## config.mk

```make
export PLATFORM = sky130hd
export DESIGN_NAME = jailbreak_dip_loader
export DESIGN_NICKNAME = d
export VERILOG_FILES = /design/src/rtl/jailbreak_dip_loader.sv
export SDC_FILE = /design/constraint.sdc
export NUM_CORES = 1
export LEC_CHECK = 0
export CAP_MARGIN = 5
export CORE_MARGIN = 1
export CORE_UTILIZATION = 47
export CTS_CLUSTER_SIZE = 12
export DETAILED_ROUTE_END_ITERATION = 8
export PLACE_DENSITY = 0.92
export SYNTH_ARGS = -nofsm -noshare
export SYNTH_HDL_FRONTEND = slang
export SYNTH_SLANG_ARGS = --single-unit
```

## constraint.sdc

```tcl
create_clock -name clk_74a -period 3.05 [get_ports clk_74a]
set_input_delay 0.61 -clock clk_74a [delete_from_list [all_inputs] [get_ports clk_74a]]
set_output_delay 0.61 -clock clk_74a [all_outputs]
set_load 0.02 [all_outputs]
```

## src/rtl/jailbreak_dip_loader.sv

```systemverilog
// Host-side writer for the Jailbreak DIP word: stage, commit, timed core reset.
// Optional JAILBREAK_DIP_LIVE_UPDATE_EN lets flip/attract-sound changes skip the reset.
module jailbreak_dip_loader #(
  parameter logic [31:0] BASE_ADDR   = 32'hF000_0000,
  parameter int          HOLD_CYCLES = 1024
) (
  input  logic        clk_74a,
  input  logic        reset_n,
  input  logic [31:0] bridge_addr,
  input  logic        bridge_wr,
  input  logic [31:0] bridge_wr_data,
  input  logic        bridge_rd,
  output logic [31:0] bridge_rd_data,
  output logic [17:0] dip_switch,
  output logic        core_reset_req,
  output logic        busy
);

  typedef enum logic [1:0] {
    IDLE,
    HOLD,
    RELEASE
  } state_t;

  localparam logic [17:0] DIP_RESET = 18'h01600;
  localparam logic [15:0] CNT_LOAD  = 16'(HOLD_CYCLES - 1);

  state_t      state, state_n;
  logic [15:0] cnt, cnt_n;
  logic [17:0] staged;
  logic [17:0] dip_n;
  logic        dropped, dropped_n;

  logic sel_stage, sel_commit, sel_stat;
  logic wr_stage, commit, clr_drop;
  logic differs, live_ok;
  logic unused_bits;

  assign sel_stage  = bridge_addr == BASE_ADDR;
  assign sel_commit = bridge_addr == BASE_ADDR + 32'd4;
  assign sel_stat   = bridge_addr == BASE_ADDR + 32'd8;

  assign wr_stage = bridge_wr && sel_stage;
  assign commit   = bridge_wr && sel_commit && bridge_wr_data[0];
  assign clr_drop = bridge_wr && sel_stat && bridge_wr_data[0];

  assign differs     = staged != dip_switch;
  assign unused_bits = ^bridge_wr_data[31:18];

`ifdef JAILBREAK_DIP_LIVE_UPDATE_EN
  localparam logic [17:0] LIVE_MASK = 18'h18000;
  // Flip and attract sound are safe to change under a running core.
  assign live_ok = ((staged ^ dip_switch) & ~LIVE_MASK) == '0;
`else
  assign live_ok = 1'b0;
`endif

  always_ff @(posedge clk_74a or negedge reset_n) begin
    if (!reset_n) begin
      state      <= IDLE;
      cnt        <= '0;
      dip_switch <= DIP_RESET;
      dropped    <= 1'b0;
    end else begin
      state      <= state_n;
      cnt        <= cnt_n;
      dip_switch <= dip_n;
      dropped    <= dropped_n;
    end
  end

  always_comb begin
    state_n        = state;
    cnt_n          = cnt;
    dip_n          = dip_switch;
    dropped_n      = dropped;
    core_reset_req = 1'b0;
    busy           = 1'b0;
    if (clr_drop) dropped_n = 1'b0;
    unique case (state)
      IDLE: begin
        if (commit && differs) begin
          dip_n = staged;
          if (!live_ok) begin
            cnt_n   = CNT_LOAD;
            state_n = HOLD;
          end
        end
      end
      HOLD: begin
        core_reset_req = 1'b1;
        busy           = 1'b1;
        if (commit) dropped_n = 1'b1;
        if (cnt == '0) state_n = RELEASE;
        else cnt_n = cnt - 16'd1;
      end
      RELEASE: begin
        busy    = 1'b1;
        state_n = IDLE;
        if (commit) dropped_n = 1'b1;
      end
      default: state_n = IDLE;
    endcase
  end

  // Reads sample pre-write state, so a same-cycle write is not visible.
  always_ff @(posedge clk_74a or negedge reset_n) begin
    if (!reset_n) begin
      staged         <= DIP_RESET;
      bridge_rd_data <= '0;
    end else begin
      if (wr_stage) begin
        staged <= {bridge_wr_data[17:15], 1'b0, bridge_wr_data[13:0]};
      end
      if (bridge_rd) begin
        unique case (1'b1)
          sel_stage: bridge_rd_data <= {14'b0, staged};
          sel_stat:  bridge_rd_data <= {12'b0, dropped, busy, dip_switch};
          default:   bridge_rd_data <= '0;
        endcase
      end
    end
  end

endmodule

```

* Yosys cells after proc, flatten, opt, wreduce, memory -nomap -nowiden
Cells that the tools add are included.
** Cells by class
- $add $sub $neg :: 1
- Equal/unequal tests :: 9
- Multiplexer cells :: 12
- Reduce and logical (&&, ||, !) cells :: 13
** Operator list (count)
- == test 32 bit (second input constant) :: 3
- case mux 20 bit (2 select lines) :: 1
- two-way mux 16 bit :: 2
- case mux 16 bit (2 select lines) :: 1
- inequality test 17 bit :: 1
- logical NOT 16 bit :: 1
- subtractor 16 x 1 -> 16 bit (second input constant) :: 1
- logical AND 1 bit :: 6
- inequality test 2 bit (second input constant) :: 3
- two-way mux 1 bit :: 5
- two-way mux 2 bit :: 2
- case mux 2 bit (2 select lines) :: 1
- AND reduction 2 bit :: 2
- AND reduction 3 bit :: 1
- == test 2 x 1 -> 1 bit (second input constant) :: 1
- == test 2 bit (second input constant) :: 1
- logical NOT 2 bit :: 1
- nonzero test 2 bit :: 1
- OR reduction 2 bit :: 1
** Storage, ports and cells
- Bits in registers :: 85
- Bits of input ports :: 68
- Logic and storage cells :: 41

* Depth between registers and ports, before layout
- Word-level depth :: 6
- Gate-level depth with buffers :: 8

* Least setup slack after synthesis
Ideal clock, no wire load.
- Kind :: input-to-reg
- From :: input bridge_addr[8]
- To :: register dip_switch[11]
- Library setup time :: 0.128 ns
- Arrival :: 2.263 ns
- Data required time :: 2.922 ns
- Slack :: 0.660 ns
- Cell stages on the path :: 6
- Cell sequence :: nor4_1 -> nand4_1 -> nor4_4 -> nand3_4 -> buf_4 -> mux2_1
** Between the ends
- Word-level cells in the longest chain between the ends :: 5
** Ends and longest elaborated chain
- start, declared :: line 9 : input logic [31:0] bridge_addr,
- == test 32 bit :: line 40 : assign sel_commit = bridge_addr == BASE_ADDR + 32'd4;
- logical AND 1 bit (2 in a row) :: line 44 : assign commit = bridge_wr && sel_commit && bridge_wr_data[0];
- logical AND 1 bit :: line 82 : if (commit && differs) begin
- AND reduction 2 bit (no line)
- end signal, assigned :: line 67 : dip_switch <= dip_n;
- end, declared :: line 14 : output logic [17:0] dip_switch,
No other way between the ends.
A chain may end at the register's enable or synchronous reset.

* Final worst setup path
- From :: input bridge_addr[8]
- To :: register dip_switch[6]
Same word-level chain as after synthesis.

==> results by group <==
STA
  • Maximum achievable frequency: 0.361 GHz
  • Crit share post-route: 90.9%
  • Max-slew violation count: 0
  • Final setup TNS: 0 ns
  • Setup violations, final: 0
  • Relative max-transition margin: between 50% and 60%
  • Unrepaired setup endpoints after global routing: no
  • Maximum clock skew at final layout: just under 0.006 ns
  • Final min period: 2.77 ns
  • Slew at the pin with the worst max-slew slack: 0.707 ns
  • Final hold viol count: 0

Run status
  • Result of the run: finished clean

GRT
  • Final global-route overflow total: 0
  • Initial antenna violation count: 0
  • Via count of the first global-routing pass: 3157
  • Pin count of the biggest net entering global routing: 43
  • Global-route usage over all layers: roughly a quarter
  • First-pass GRT wire length: 15500 µm

Worst setup path
  • Startpoint Class: input port
  • Critical Path Fanout Max: 17
  • Worst setup path class: in2reg
  • Required time reported for the critical path endpoint: 3.28 ns
  • Critical Path End Type: flop
  • Number of gates on the worst path with buffers counted: 7
  • Worst setup path startpoint: bridge_addr[8]
  • Cell class contributing the biggest share of worst-path delay: simple AND/OR/NAND/NOR gates
  • Reg2reg end: cnt[8]
  • Startpoint of the most critical register-to-register path: cnt[8]
  • Crit path DAT: 3.00 ns
  • CP endpoint: dip_switch[6]
  • Cell chain of the critical path: clkdlybuf4s50_1 > nor4_1 > nand4_1 > nor4_4 > buf_4 > nand3_4 > mux2_1
  • Register-to-Register Path Depth: 6
  • Largest stage delay on the critical path: 0.53 ns
  • Minimum setup slack among reg-to-reg paths: 0.54 ns
  • Bufs and invs on worst path: 2
  • Crit path max-delay cell type: sky130_fd_sc_hd__nor4_4

Synth
  • Synth Register Bits: 72
  • Mean area per synthesized cell: 10.9 µm²
  • Count of yosys warnings during synthesis: 0
  • Top cell types by occurrence after synthesis: sky130_fd_sc_hd__dfrtp_1 (66), sky130_fd_sc_hd__mux2_2 (36), sky130_fd_sc_hd__inv_1 (25), sky130_fd_sc_hd__nand3_1 (23), sky130_fd_sc_hd__o21ai_0 (22)
  • Number of library cell types mapped by synthesis: between 50 and 60
  • Primary flip-flop cell chosen by synthesis mapping: sky130_fd_sc_hd__dfrtp_1
  • Count of flip-flops with a built-in enable after synthesis: 0
  • Cell Area, Synth: 0.00384 mm²
  • Most instantiated library cell after synthesis: sky130_fd_sc_hd__dfrtp_1
  • Biggest area consumer among synthesized cells: sky130_fd_sc_hd__dfrtp_1
  • Post-synth ARST share: 100%
  • Proportion of netlist area held by the largest area contributor: 43.0%
  • Ranking of synthesized cells by area: sky130_fd_sc_hd__dfrtp_1 (43%), sky130_fd_sc_hd__mux2_2 (11%), sky130_fd_sc_hd__mux2_1 (4.4%)
  • Post-synthesis sequential area ratio: 47.1%
  • Count of mapped cells out of synthesis: 353

Power
  • Static leakage power: 2.22 nW
  • Switching share of power: between 20% and 30%
  • Share of power burned in combinational logic: 7.3%
  • Maximum vdd drop: 0.351 mV
  • Relative contribution of sequential cells to total power: 54.0%
  • Pwr per Cell Area: 353 mW/mm²
  • Design internal power: 0.00134 W
  • Switching component of the power: ~0.00042 W
  • Clock share of power: 38.7%

Clocking
  • Num Clock Sinks: 72
  • Number of levels in the clock H-tree: 3
  • Number of buffers added by the clock tree synthesis step: 9
  • Setup repair bufs after CTS: 0
  • Worst-path clk slew: 0.08 ns
  • Master cell of the clock root buffer: sky130_fd_sc_hd__clkbuf_8
  • Count of instances resized after the clock tree is built: 0
  • Clock tree from TritonCTS: done
  • Hold Buf Count CTS: 0
  • Maximum count of clock buffers along a single path: 2
  • Clock latency at the later pin of the worst-skew pair: 0.35 ns

Floorplanning
  • Floorplan core area: 0.00781 mm²
  • Horiz. Die Dim: 92.4 µm
  • Die area: 0.00855 mm²
  • Vertical die dimension: around 92 µm
  • Std-Cell Rows: 32
  • Initial Util: around half
  • Ports placed on the boundary: 120

Drt
  • Met2 routed WL: 4820 µm
  • Post-DR wirelength/cell: 16.8 µm
  • Antenna viol nets, final: 0
  • Met3 Routed Length: 561 µm
  • Iter 0 DRT Violations: 141
  • Met1 wire length: 3740 µm
  • Avg Vias per Cell: 5.59
  • DRC: 0
  • Number of detailed-route iterations in the first pass: 4
  • Topmost layer with routed signal wires: met4
  • Total via count after detailed routing: roughly 3100
  • Final routed wirelength across all metal layers: 9340 µm

Cells and area
  • Layout-stage area growth over the synthesis result: 30.1%
  • Summed area of non-filler cells in the final layout: 0.00500 mm²
  • # diodes: 0
  • Ratio of cells with drive above 1 in the final layout: 17.9%
  • Count of nets after finishing: 520

Place
  • Placed cell areas: a little under 0.005 mm²
  • Port-buffer cells: 90
  • DP Wirelength: 6710 µm
  • Final GP Congestion: between 0.8 and 0.9

Flow run
  • Maximum Capacitance Violations: 0

Worst hold path
  • Worst hold path type: in2async
==> how the worst min path moves through the flow <==
stage          cells past startpoint            endpoint  slack [ns]
3_5_place_dp                       2             dropped        0.49
3_3_place_gp                       2             dropped        0.48
5_1_grt                            1      dip_switch[13]        0.36
2_1_floorplan                      0   bridge_rd_data[0]        0.31
6_report                           1              cnt[1]        0.31
4_1_cts                            1  bridge_rd_data[11]        0.33
==> stage by stage <==
stage,worst slack (ns),utilization [%],total power [W],hold WS (ns),instances
3_3_place_gp,0.0143,61.8,0.00110,0.484,539
5_1_grt,0.193,64.1,0.00182,0.363,555
3_5_place_dp,-0.0846,61.8,0.00110,0.493,539
2_1_floorplan,0.660,-,0.00102,0.314,366
4_1_cts,0.290,64.1,0.00178,0.330,555
6_report,0.278,64.1,0.00177,0.311,555
==> sequential cells by signal, summed over array words and instances (netlist names) <==
| signal | count |
|---|---|
| bridge_rd_data | 19 |
| state | 2 |
| staged | 17 |
| dropped | 1 |
| cnt | 16 |
| dip_switch | 17 |
==> cells in the final DEF, fill, tap and decap left out, drive strengths merged, types with 2 or more instances in the layout <==
master,instances
conb,14
nor2,13
xnor2,11
clkinv,2
and3,2
a31oi,6
ha,4
nor4,12
o22ai,3
mux2,51
nand3,24
nor3,7
nand2,16
inv,26
o221a,4
dfstp,6
clkbuf,12
buf,9
o21ai,23
xor2,6
and2,2
nor4b,4
clkinvlp,2
a21oi,6
dfrtp,66
clkdlybuf4s50,89
nand2b,3
a221o,2
nand4,12
o211a,2
==> cell families (layout without fill, tap and decap cells) <==
logic type,after synthesis,after routing,share of synthesized area (%)
muxes,51,51,14.9
AOI/OAI and AO/OA,56,56,10.5
and+or+nand+nor,99,99,15.5
other,1,14,0.0975
xor gates and xnor gates,17,17,3.87
buffers and inverters,53,140,6.77
DFF,72,72,47.1
adders and majority gates,4,4,1.30
==> worst register-to-register path, delay by kind of cell, from the launching register on <==
family | cells | cell delay [ns]
compound gates | 1 | 0.25
flops | 1 | 0.43
simple gates | 5 | 1.71
==> power groups by stage <==
stage               clock network, W   logic, W  registers (W)
detailed placement                 0   0.000129       0.000973
floorplan                          0  0.0000471       0.000973
global placement                   0   0.000126       0.000973
global route                0.000730   0.000139       0.000954
finish                      0.000684   0.000128       0.000954
CTS                         0.000692   0.000129       0.000954
==> metal layers <==
| layer | vias up | track usage [%] |
|---|---|---|
| met4 | 0 | 9.24 |
| li1 | 1439 | - |
| met1 | 1540 | 26.9 |
| met3 | 21 | 6.73 |
| met2 | 103 | 40.6 |
| met5 | - | 0 |
==> layout make-up <==
cell class / count / area (µm²)
Clock buffer: 12 / 145
Clock inverter: 4 / 28.8
Fill cell: 546 / 2810
Inverter: 26 / 97.6
Multi-Input combinational cell: 241 / 1820
Sequential cell: 72 / 1810
Tap cell: 102 / 128
Timing Repair Buffer: 98 / 968
Power figures use the tool's default switching activity.
